File: src/rtl/multi_port_avalon_arbiter_pkg.sv
// Shared types for the multi-port Avalon arbiter: FSM state encoding and port-index sizing.
// The index width covers the largest supported port count, so every configuration shares one width.
package avalon_arb_pkg;

    typedef enum logic [1:0] {
        IDLE = 2'd0,
        BUSY = 2'd1,
        DONE = 2'd2
    } arb_state_t;

    localparam int MAX_PORTS = 8;
    localparam int PIDX_W    = $clog2(MAX_PORTS);

    // Successor of a port index, wrapping at the configured port count.
    function automatic logic [PIDX_W-1:0] wrap_inc(input logic [PIDX_W-1:0] idx, input int nports);
        if (int'(idx) + 1 >= nports) begin
            return '0;
        end
        return idx + 1'b1;
    endfunction

endpackage

File: src/rtl/multi_port_avalon_arbiter_rr_grant.sv
// Combinational next-grant picker: lowest pending index, or first pending index at/after i_ptr.
// Zero latency; no flow control of its own, o_vld simply reports that some port is pending.
module rr_grant
    import avalon_arb_pkg::*;
#(
    parameter int NPORTS      = 2,
    parameter int ROUND_ROBIN = 1
) (
    input  logic [NPORTS-1:0] i_pend,
    input  logic [PIDX_W-1:0] i_ptr,
    output logic [PIDX_W-1:0] o_idx,
    output logic              o_vld
);

    always_comb begin
        int j;
        o_idx = '0;
        o_vld = 1'b0;
        j     = 0;
        for (int k = 0; k < NPORTS; k++) begin
            if (ROUND_ROBIN != 0) begin
                j = int'(i_ptr) + k;
                if (j >= NPORTS) begin
                    j = j - NPORTS;
                end
            end else begin
                j = k;
            end
            // Inner scan keeps every bit-select at a constant index.
            for (int p = 0; p < NPORTS; p++) begin
                if (!o_vld && (p == j) && i_pend[p]) begin
                    o_vld = 1'b1;
                    o_idx = PIDX_W'(p);
                end
            end
        end
    end

endmodule

File: src/rtl/multi_port_avalon_arbiter.sv
// Merges NPORTS requester ports onto one Avalon-MM master, one transfer at a time, read data banked per port.
// Latency: grant registered one cycle after a request appears; transfers back-to-back, one DONE cycle per batch.
// Backpressure: avl_waitrequest holds the registered avl_* fields; stall holds all requesters until the batch ends.
module multi_port_avalon_arbiter
    import avalon_arb_pkg::*;
#(
    parameter int NPORTS      = 2,
    parameter int AW          = 32,
    parameter int DW          = 32,
    parameter int ROUND_ROBIN = 1
) (
    input  logic                       clk,
    input  logic                       rst,
    output logic                       stall,
    input  logic [NPORTS*AW-1:0]       req_address,
    input  logic [NPORTS-1:0]          req_read,
    input  logic [NPORTS-1:0]          req_write,
    input  logic [NPORTS*(DW/8)-1:0]   req_byteenable,
    input  logic [NPORTS*DW-1:0]       req_writedata,
    output logic [NPORTS*DW-1:0]       req_readdata,
    output logic [AW-1:0]              avl_address,
    output logic [(DW/8)-1:0]          avl_byteenable,
    output logic [DW-1:0]              avl_writedata,
    output logic                       avl_read,
    output logic                       avl_write,
    input  logic [DW-1:0]              avl_readdata,
    input  logic                       avl_waitrequest
);

    localparam int BE = DW / 8;

    arb_state_t        r_state;
    logic [NPORTS-1:0] r_served;
    logic [PIDX_W-1:0] r_grant;
    logic [PIDX_W-1:0] r_rr_ptr;
    logic [AW-1:0]     r_avl_address;
    logic [BE-1:0]     r_avl_byteenable;
    logic [DW-1:0]     r_avl_writedata;
    logic              r_avl_read;
    logic              r_avl_write;
    logic [DW-1:0]     r_rdata [NPORTS];

    logic [NPORTS-1:0] w_pending;
    logic [NPORTS-1:0] w_grant_oh;
    logic [NPORTS-1:0] w_pend_sel;
    logic [PIDX_W-1:0] w_grant_inc;
    logic [PIDX_W-1:0] w_ptr_sel;
    logic [PIDX_W-1:0] w_gnt_idx;
    logic              w_gnt_vld;
    logic              w_done_xfer;
    logic              w_capture;
    logic [AW-1:0]     w_sel_address;
    logic [BE-1:0]     w_sel_byteenable;
    logic [DW-1:0]     w_sel_writedata;
    logic              w_sel_read;
    logic              w_sel_write;

    assign w_pending   = (req_read | req_write) & ~r_served;
    assign w_grant_inc = wrap_inc(r_grant, NPORTS);
    assign w_done_xfer = (r_state == BUSY) && !avl_waitrequest;
    assign w_capture   = w_done_xfer && r_avl_read;

    always_comb begin
        w_grant_oh = '0;
        for (int p = 0; p < NPORTS; p++) begin
            w_grant_oh[p] = (r_grant == PIDX_W'(p));
        end
    end

    // While BUSY the picker looks ahead: current grant masked out, pointer already advanced past it.
    assign w_pend_sel = (r_state == BUSY) ? (w_pending & ~w_grant_oh) : w_pending;
    assign w_ptr_sel  = (r_state == BUSY) ? w_grant_inc : r_rr_ptr;

    rr_grant #(
        .NPORTS      (NPORTS),
        .ROUND_ROBIN (ROUND_ROBIN)
    ) u_rr_grant (
        .i_pend (w_pend_sel),
        .i_ptr  (w_ptr_sel),
        .o_idx  (w_gnt_idx),
        .o_vld  (w_gnt_vld)
    );

    always_comb begin
        w_sel_address    = '0;
        w_sel_byteenable = '0;
        w_sel_writedata  = '0;
        w_sel_read       = 1'b0;
        w_sel_write      = 1'b0;
        for (int p = 0; p < NPORTS; p++) begin
            if (w_gnt_idx == PIDX_W'(p)) begin
                w_sel_address    = req_address[p*AW +: AW];
                w_sel_byteenable = req_byteenable[p*BE +: BE];
                w_sel_writedata  = req_writedata[p*DW +: DW];
                w_sel_write      = req_write[p];
                w_sel_read       = req_read[p] & ~req_write[p];
            end
        end
    end

    always_ff @(posedge clk or negedge rst) begin
        if (!rst) begin
            r_state          <= IDLE;
            r_served         <= '0;
            r_grant          <= '0;
            r_rr_ptr         <= '0;
            r_avl_address    <= '0;
            r_avl_byteenable <= '0;
            r_avl_writedata  <= '0;
            r_avl_read       <= 1'b0;
            r_avl_write      <= 1'b0;
        end else begin
            unique case (r_state)
                IDLE: begin
                    if (w_gnt_vld) begin
                        r_grant          <= w_gnt_idx;
                        r_avl_address    <= w_sel_address;
                        r_avl_byteenable <= w_sel_byteenable;
                        r_avl_writedata  <= w_sel_writedata;
                        r_avl_read       <= w_sel_read;
                        r_avl_write      <= w_sel_write;
                        r_state          <= BUSY;
                    end
                end
                BUSY: begin
                    if (!avl_waitrequest) begin
                        r_served <= r_served | w_grant_oh;
                        r_rr_ptr <= w_grant_inc;
                        if (w_gnt_vld) begin
                            r_grant          <= w_gnt_idx;
                            r_avl_address    <= w_sel_address;
                            r_avl_byteenable <= w_sel_byteenable;
                            r_avl_writedata  <= w_sel_writedata;
                            r_avl_read       <= w_sel_read;
                            r_avl_write      <= w_sel_write;
                        end else begin
                            r_avl_read  <= 1'b0;
                            r_avl_write <= 1'b0;
                            r_state     <= DONE;
                        end
                    end
                end
                DONE: begin
                    r_served <= '0;
                    r_state  <= IDLE;
                end
                default: begin
                    r_state <= IDLE;
                end
            endcase
        end
    end

    always_ff @(posedge clk or negedge rst) begin
        if (!rst) begin
            for (int p = 0; p < NPORTS; p++) begin
                r_rdata[p] <= '0;
            end
        end else begin
            for (int p = 0; p < NPORTS; p++) begin
                if (w_capture && w_grant_oh[p]) begin
                    r_rdata[p] <= avl_readdata;
                end
            end
        end
    end

    generate
        for (genvar gp = 0; gp < NPORTS; gp++) begin : g_rdata
            assign req_readdata[gp*DW +: DW] = r_rdata[gp];
        end
    endgenerate

    assign stall          = (r_state == BUSY) || ((r_state == IDLE) && (|w_pending));
    assign avl_address    = r_avl_address;
    assign avl_byteenable = r_avl_byteenable;
    assign avl_writedata  = r_avl_writedata;
    assign avl_read       = r_avl_read;
    assign avl_write      = r_avl_write;

endmodule

File: config.mk
export PLATFORM = sky130hd
export DESIGN_NAME = multi_port_avalon_arbiter
export DESIGN_NICKNAME = d
export VERILOG_FILES = /design/src/rtl/multi_port_avalon_arbiter_pkg.sv /design/src/rtl/multi_port_avalon_arbiter_rr_grant.sv /design/src/rtl/multi_port_avalon_arbiter.sv
export SDC_FILE = /design/constraint.sdc
export NUM_CORES = 1
export LEC_CHECK = 0
export ABC_AREA = 0
export CAP_MARGIN = 20
export CORE_UTILIZATION = 44
export DETAILED_ROUTE_END_ITERATION = 6
export PLACE_DENSITY = 0.9
export SLEW_MARGIN = 30
export SYNTH_ARGS = -nofsm -noshare
export SYNTH_HDL_FRONTEND = slang
export SYNTH_SLANG_ARGS = --single-unit
export TNS_END_PERCENT = 1
File: constraint.sdc
create_clock -name clk -period 5.97 [get_ports clk]
set_input_delay 1.194 -clock clk [delete_from_list [all_inputs] [get_ports clk]]
set_output_delay 1.194 -clock clk [all_outputs]
set_load 0.02 [all_outputs]
* After elaboration in Yosys (flattened, before gate mapping)
Index checks and enable logic that the tools add are counted.
Cells by class: eq/ne operators 9, shift operators 0, $mul 0, multiplexer cells 50, bitwise operators 11, magnitude comparators 3, div/mod/pow operators 0, $add $sub $neg 5, reduce and logical (&&, ||, !) cells 30
Operators with widths (count):
- 2-to-1 mux 32 bit | 10
- case mux 32 bit (2 select lines) | 2
- equality test 2 x 32 -> 1 bit, first input constant | 2
- zero test 32 bit | 2
- >= comparator 32 x 3 -> 1 bit, second input constant | 1
- subtractor 32 x 3 -> 32 bit, second input constant | 1
- 2-to-1 mux 1 bit | 18
- 2-to-1 mux 4 bit | 4
- 2-to-1 mux 3 bit | 5
- logical AND 1 bit | 12
- 2-to-1 mux 2 bit | 5
- adder 3 x 1 -> 4 bit, second input constant | 2
- case mux 2 bit (2 select lines) | 2
- case mux 4 bit (2 select lines) | 1
- equality test 3 x 1 -> 1 bit, second input constant | 2
- zero test 3 bit | 2
- case mux 3 bit (2 select lines) | 1
- AND reduction 2 bit | 3
- AND reduction 3 bit | 2
- bitwise AND 2 bit | 2
- >= comparator 4 x 2 -> 1 bit, second input constant | 1
- zero test 1 bit | 4
- != test 2 bit, second input constant | 2
- inverter 2 bit | 2
- 14 further kinds | 20
Word-level totals: bits in registers 144, bits in latches 0, memories 0, RAM bits 0, logic and storage cells 119, memory bits (read-only) 0, output and inout bits 135

* Logic depth before layout (Yosys ltp)
Gate-level depths: netlist of the first run.
depth in word-level cells 28, depth in mapped cells 6, depth with buffers taken out 4

* Cells and area by module
A second synthesis of the first run with hierarchy kept.
Unflattened totals: cells, all modules 467, area total of the unflattened synthesis 6412.4 sq um
Modules (own cells, without submodules):
- multi_port_avalon_arbiter | area each 6142.1 sq um, times used 1, sequential area each 3603.5 sq um, cells each 433
- rr_grant | area each 270.3 sq um, times used 1, sequential area each 0.0 sq um, cells each 34

* Least setup slack after synthesis of the first run
Ideal clock, no wire load.
path type in2out, start point input req_read[1], end point output stall, data required time 4776 ps, setup slack 3074 ps, buffers on the path 0, arrival time 1702 ps, stages 4, cells stage by stage o21bai_1 -> nand2_1 -> nor2_1 -> nor2_1
Between the ends: longest elaborated chain between the ends 5
Ends and longest elaborated chain:
- start, declared | line multi_port_avalon_arbiter.sv:16 | input logic [NPORTS-1:0] req_read,
- bitwise OR 2 bit | line multi_port_avalon_arbiter.sv:58 | assign w_pending = (req_read | req_write) & ~r_served;
- bitwise AND 2 bit | line multi_port_avalon_arbiter.sv:58
- OR reduction 2 bit | line multi_port_avalon_arbiter.sv:174 | assign stall = (r_state == BUSY) || ((r_state == IDLE) && (|w_pending));
- logical AND 1 bit | line multi_port_avalon_arbiter.sv:174
- logical OR 1 bit | line multi_port_avalon_arbiter.sv:174
- end, declared | line multi_port_avalon_arbiter.sv:14 | output logic stall,
Every way passes these cells.

* Worst setup path in the final report of the first run
start point input req_write[0], end point output stall
Between the ends: longest elaborated chain between the ends 5
Ends and longest elaborated chain:
- start, declared | line multi_port_avalon_arbiter.sv:17 | input logic [NPORTS-1:0] req_write,
- bitwise OR 2 bit | line multi_port_avalon_arbiter.sv:58
- bitwise AND 2 bit | line multi_port_avalon_arbiter.sv:58
- OR reduction 2 bit | line multi_port_avalon_arbiter.sv:174
- logical AND 1 bit | line multi_port_avalon_arbiter.sv:174
- logical OR 1 bit | line multi_port_avalon_arbiter.sv:174
Every way passes these cells.

==> out/qor.yml, run 1 <==
power_density_mw_per_mm2: 571
layout_min_cycle_time_ps: 4010
path_max_fanout: 4
synth-seq-cells: 140
drc: 0
nFillCells: 873
fmax_mhz: 249
drive_gt1_share_pct: 33.2
die_h_um: 121
antennaDiodeCount: 0
synth-seq-area-share_pct: 56.3
critPathArrivalTime_ps: 2820
drtPass1Iterations: 4
setup_ws_ps: 1960
synth_top_area_share_pct: 56.3
cts_resized: 0
power_w: 0.00571
setup_violations: 0
route.antenna.remaining_nets: 0
hold_path_class: "flip-flop to flip-flop"
cts.clk_slew.worst_paths_ps: 60
reg2reg_setup_slack_ps: 3430
ctsHtreeMaxLevel: 4
cts_tree: "done"
placed_area_sq_mm: 0.00941
power.leakage_nw: 4.16
ctsHoldBuffers: 0
fin_skew_ps: 6.27
period_share_pct: 67.2
post-synth-top-area-cell: "dfrtp_1"
die_w_um: 121
drt_iter0_markers: 110
status: "finished clean"
hold_viol: 0
drv_slew: 0
vias_per_cell: 4.98
ir_drop_v: 0.000339
cts_buffer_depth: 2
nets: 888
clock-root-buffer: "clkbuf_16"
synth.distinct_cells: 31
start_util_pct: 45.0
startpoint_type: "input pin"
post_drt_wl_per_cell_um: 17.9
syn_area_sq_mm: 0.00622
io_buffer_count: 309
final_area_sq_mm: 0.0100
syn-instance-count: 406
critical_path_required_ps: 4780
maxSlewHeadroom_pct: 39.0
num_vias: 4515
synthTopCellsByArea: "dfrtp_1, mux2_2, buf_6, buf_2, mux2i_1"
rows: 43
grt_pass1_wl_um: 25100
critPathKind: "input pin to output port"
post_cts_buffers: 0
grt_usage_pct: 22.5
ys_warn_count: 0
die_area_sq_mm: 0.0146
fin_cells: 906
core-area_sq_mm: 0.0138
grt_start_max_net_pins: 77
dp_slack_ps: 1970
wl_um: 16200
synth_edf_count: 0
grt_pass1_vias: 4951
max_cap_violations: 0
area_growth_pct: 60.8
tns_ps: 0
worst_slew_pin_slew_ps: 915
antenna_found_initial: 0
gr-total-overflow: 0
postSynth.asyncResetShare_pct: 100
dp.cells: 874
syn-num-nets: 581
yosysMostFrequentCell: "mux2_2"
avgSynthCellArea_sq_um: 15.3
cts_buffers: 17
dp_hpwl_um: 11900
clkSinkCount: 140
netlist_top_cells_count: "mux2_2, dfrtp_1, buf_2"
gp_congestion: 0.813
io_pins: 310
clock_latency_ps: 410
rsz0062_at_grt: "no"
synthFlopType: "dfrtp_1"
end_kind: "output port"
==> cells by family (layout without fill, tap and decap cells) <==
kind of cell    after synthesis  after routing  share of synthesized area, %
buf+inv                      29            349                          3.00
simple gates                 16             16                          1.45
flops                       140            140                          56.3
mux                         204            204                          36.9
compound gates               17             17                          2.37
==> report_power, final <==
group | switching (W) | internal (W) | total [W]
Sequential | 0.000278 | 0.00143 | 0.00171
Combinational | 0.00133 | 0.00162 | 0.00295
Clock | 0.000407 | 0.000641 | 0.00105
==> worst paths after layout <==
kind	end	startpoint	depth (start not counted)
setup / recovery	stall	req_write[0]	6
hold / removal	avl_writedata[15]$_DFFE_PN0P_	avl_writedata[15]$_DFFE_PN0P_	1
setup reg to reg	avl_address[20]$_DFFE_PN0P_	r_state[0]$_DFFE_PN0P_	5
hold reg to reg	avl_writedata[15]$_DFFE_PN0P_	avl_writedata[15]$_DFFE_PN0P_	1
max in group asynchronous	avl_address[24]$_DFFE_PN0P_	rst	2
min in group asynchronous	avl_writedata[10]$_DFFE_PN0P_	rst	1
==> state kept, by name, summed over array words and instances, names as in the netlist <==
signal and count:
avl_write 1, r_state 2, avl_address 32, r_grant 1
avl_writedata 32, r_served 2, req_readdata 64, r_rr_ptr 1
avl_byteenable 4, avl_read 1
==> cell usage in the layout (no fill, tap or decap), types with 2 or more instances in the layout <==
cell type / n
clkdlybuf4s50_1: 308
nand2_1: 3
nor2_1: 4
buf_4: 4
inv_1: 4
mux2_2: 200
mux2i_1: 3
dfrtp_1: 140
nand2b_1: 2
o21ai_0: 6
bufinv_16: 2
clkbuf_16: 17
a22o_1: 2
inv_6: 3
clkbuf_8: 2
a21oi_1: 2
clkinvlp_4: 5
==> final cells by class <==
class,count,area (sq um),share of cell area [%]
Tap cell,180,225,2.25
Sequential cell,140,3500,35.0
Multi-Input combinational cell,237,2540,25.4
Timing Repair Buffer,313,3120,31.2
Clock buffer,20,457,4.56
Clock inverter,12,138,1.38
Inverter,4,15.0,0.150
==> worst max-delay path, cell delays in order <==
cell and delay (ps):
clkdlybuf4s50_1 550, o21bai_4 110, nand2_1 130, nor2_1 70, nor2_1 130, clkdlybuf4s50_1 630
==> routing by layer <==
layer,up-vias,wire [um],GRT usage [%]
met1,2207,5780,23.1
met3,32,1460,8.36
met5,-,0,0
li1,2072,-,-
met2,204,8580,40.8
met4,0,402,9.41
==> through the flow <==
| stage | util, % | hold WS, ps |
|---|---|---|
| global placement | 68.1 | 469 |
| global route | 72.4 | 519 |
| detailed placement | 68.1 | 493 |
| finish | 72.4 | 504 |
| floorplan | - | 477 |
| CTS | 72.4 | 507 |
Power figures use the tool's default switching activity.
==> run 2: changes to the inputs <==
Settings changed: CORE_UTILIZATION 44 to 41, PLACE_DENSITY 0.9 to 0.85.
Clock period 5.97 ns to 4 ns, I/O delays scaled along.
==> run 2 against run 1 <==
The run now ends with DRC left. Non-clock buffer count increased by 2. Critical path depth is the same. Count of clock-buffer cells in the layout unchanged. Utilization decreased by 3.8 points. Register-to-register slack worse by 1700 ps. Cell area grew 0.30%. Critical endpoint unchanged. Critical path type unchanged. Die area grew 7.2%. First-iteration DRC count rose by 88%.
==> out/qor.yml, run 2 (synthesized netlist as in run 1, its figures left out) <==
status: "finished, violations left"
violations: "DRC"
rows: 44  # +2.3%
cp_num_buf_inv: 2  # unchanged
critical_path_required_ps: 3200  # -1580 ps
ir_drop_v: 0.000502  # +48%
hold_viol: 0  # unchanged
clockPowerShare_pct: 17.8  # -0.5 points
gp_congestion: 0.765  # -5.8%
grt_start_max_net_pins: 80  # +3.9%
post_drt_wl_per_cell_um: 17.8  # -0.41%
maxSlewHeadroom_pct: 59.7  # +21 points
period_share_pct: 81.3
cts_tree: "done"
grt_pass1_wl_um: 26100  # +4.1%
layout_commonest_cell: "clkdlybuf4s50_1"
nFillCells: 1015  # +16%
setup.worst_path.start: "req_write[1]"
tns_ps: 0  # unchanged
drv_slew: 0  # unchanged
die_w_um: 125  # +3.5%
drtPass1Iterations: 6  # +2
rsz0062_at_grt: "no"
dp.cells: 880  # +0.69%
gr-total-overflow: 0  # unchanged
cts_buffer_depth: 2  # unchanged
area_growth_pct: 61.3
clock-root-buffer: "clkbuf_16"
cts.clk_slew.worst_paths_ps: 60  # about the same
max_stage_delay_ps: 580  # -50 ps
cts_buffers: 17  # unchanged
power_density_mw_per_mm2: 844  # +48%
grt_pass1_vias: 5059  # +2.2%
clock_latency_ps: 410  # about the same
dp_hpwl_um: 12200  # +2.9%
wl_um: 16300  # +0.25%
hold_path_class: "input pin to asynchronous set/reset pin"
cts_resized: 0  # unchanged
die_h_um: 125  # +3.5%
nets: 890  # +0.23%
multi_input_area_sq_mm: 0.00254  # unchanged
power.leakage_nw: 4.19  # +0.61%
hold_ws_ps: 356  # -148 ps
antenna_found_initial: 0  # unchanged
critPathArrivalTime_ps: 2450  # -370 ps
ctsHoldBuffers: 0  # unchanged
worst_slew_pin_slew_ps: 605  # -310 ps
io_buffer_count: 309  # unchanged
max_cap_violations: 0  # unchanged
startpoint_type: "input pin"
path_max_fanout: 4  # unchanged
fin_util_pct: 68.5  # -3.8 points
setup_violations: 0  # unchanged
grt_usage_pct: 21.5  # -0.97 points
num_vias: 4509  # -0.13%
die_area_sq_mm: 0.0157  # +7.2%
p_sw_share_pct: 35.2  # -0.14 points
fin_cells: 912  # +0.66%
drive_gt1_share_pct: 33.5  # +0.32 points
ff_latch_area_sq_mm: 0.00350  # unchanged
final_cell_mix: "clkdlybuf4s50_1, mux2_2, dfrtp_1"
start_util_pct: 42.5  # -2.5 points
ctsHtreeMaxLevel: 4  # unchanged
fmax_mhz: 307
setup_ws_ps: 748  # -1210 ps
route.antenna.remaining_nets: 0  # unchanged
drc: 46  # +46
io_pins: 310  # unchanged
largest_reg_flops: 64  # unchanged
antennaDiodeCount: 0  # unchanged
r2r_start: "r_served[1]$_DFFE_PN0P_"
switchingPower_w: 0.00298  # +48%
dp_slack_ps: 758  # -1210 ps
worstPathCellList: "clkdlybuf4s50_1, o21bai_1, nand2_1, nor2_1, nor2_1, clkdlybuf4s50_1"
end_kind: "output port"
post_cts_buffers: 0  # unchanged
drt_iter0_markers: 207  # +88%
layout_min_cycle_time_ps: 3250
p_comb_share_pct: 52.2  # +0.5 points
cp_top_family: "buffers and inverters"
p_seq_share_pct: 30.0  # about the same
vias_per_cell: 4.94  # -0.79%
clkSinkCount: 140  # unchanged
fin_skew_ps: 7.24  # +0.969 ps
critPathKind: "input pin to output port"
cp_slowest_cell: "clkdlybuf4s50_1"
core-area_sq_mm: 0.0146  # +5.9%
internal-power_w: 0.00548  # +49%
## run 2: cell types whose count changed in the layout (fill, tap and decap cells not counted)
cell and change:
bufinv_16 -1, buf_12 +2, clkbuf_1 -1, clkinv_4 +2
clkbuf_8 +1, clkinvlp_4 -3, clkinv_2 +2
## run 2: layout make-up
type | count | area share (%)
flip-flops and latches | 140 | 34.9
repair buffers | 315 | 31.5
multi-input cells | 237 | 25.3
clock buffers | 20 | 4.65
well taps | 184 | 2.29
clock inverters | 12 | 1.12
inverters | 4 | 0.150
## run 2: final timing paths
kind                                                 to  slack (ps)  cells after the start
max                                               stall         750                      6
min                        req_readdata[18]$_DFFE_PN0P_         360                      1
min reg2reg                req_readdata[40]$_DFFE_PN0P_         500                      1
max in group asynchronous  req_readdata[16]$_DFFE_PN0P_        2790                      2
max reg2reg                avl_writedata[3]$_DFFE_PN0P_        1730                      5
min in group clk           req_readdata[40]$_DFFE_PN0P_         500                      1
## run 2: worst register-to-register path: stages, from the launching register on
cell and delay, ps:
dfrtp_1 400, o21bai_1 210, mux2i_1 230, a32o_4 630
buf_12 320, mux2_2 370
## run 2: power by group through the flow
stage / sequential (W) / clock (W) / combinational, W
finish: 0.00254 / 0.00151 / 0.00441
CTS: 0.00255 / 0.00155 / 0.00447
detailed placement: 0.00256 / 0 / 0.00445
global placement: 0.00251 / 0 / 0.00436
floorplan: 0.00331 / 0 / 0.00177
global route: 0.00263 / 0.00162 / 0.00466
## run 2: metrics by stage
stage | cell area, sq um | power (W)
floorplan | 6220 | 0.00509
global placement | 9460 | 0.00687
detailed placement | 9460 | 0.00700
CTS | 10000 | 0.00856
global route | 10000 | 0.00892
finish | 10000 | 0.00846
## run 2: routing by layer
| metal | share of wire [%] | vias to the layer above | track usage (%) | wire (um) |
|---|---|---|---|---|
| li1 | - | 2083 | - | - |
| met1 | 36 | 2212 | 21.8 | 5790 |
| met2 | 53 | 200 | 39.5 | 8560 |
| met3 | 11 | 14 | 10.3 | 1720 |
| met4 | 1.1 | 0 | 5.45 | 183 |
| met5 | 0 | - | 0 | 0 |
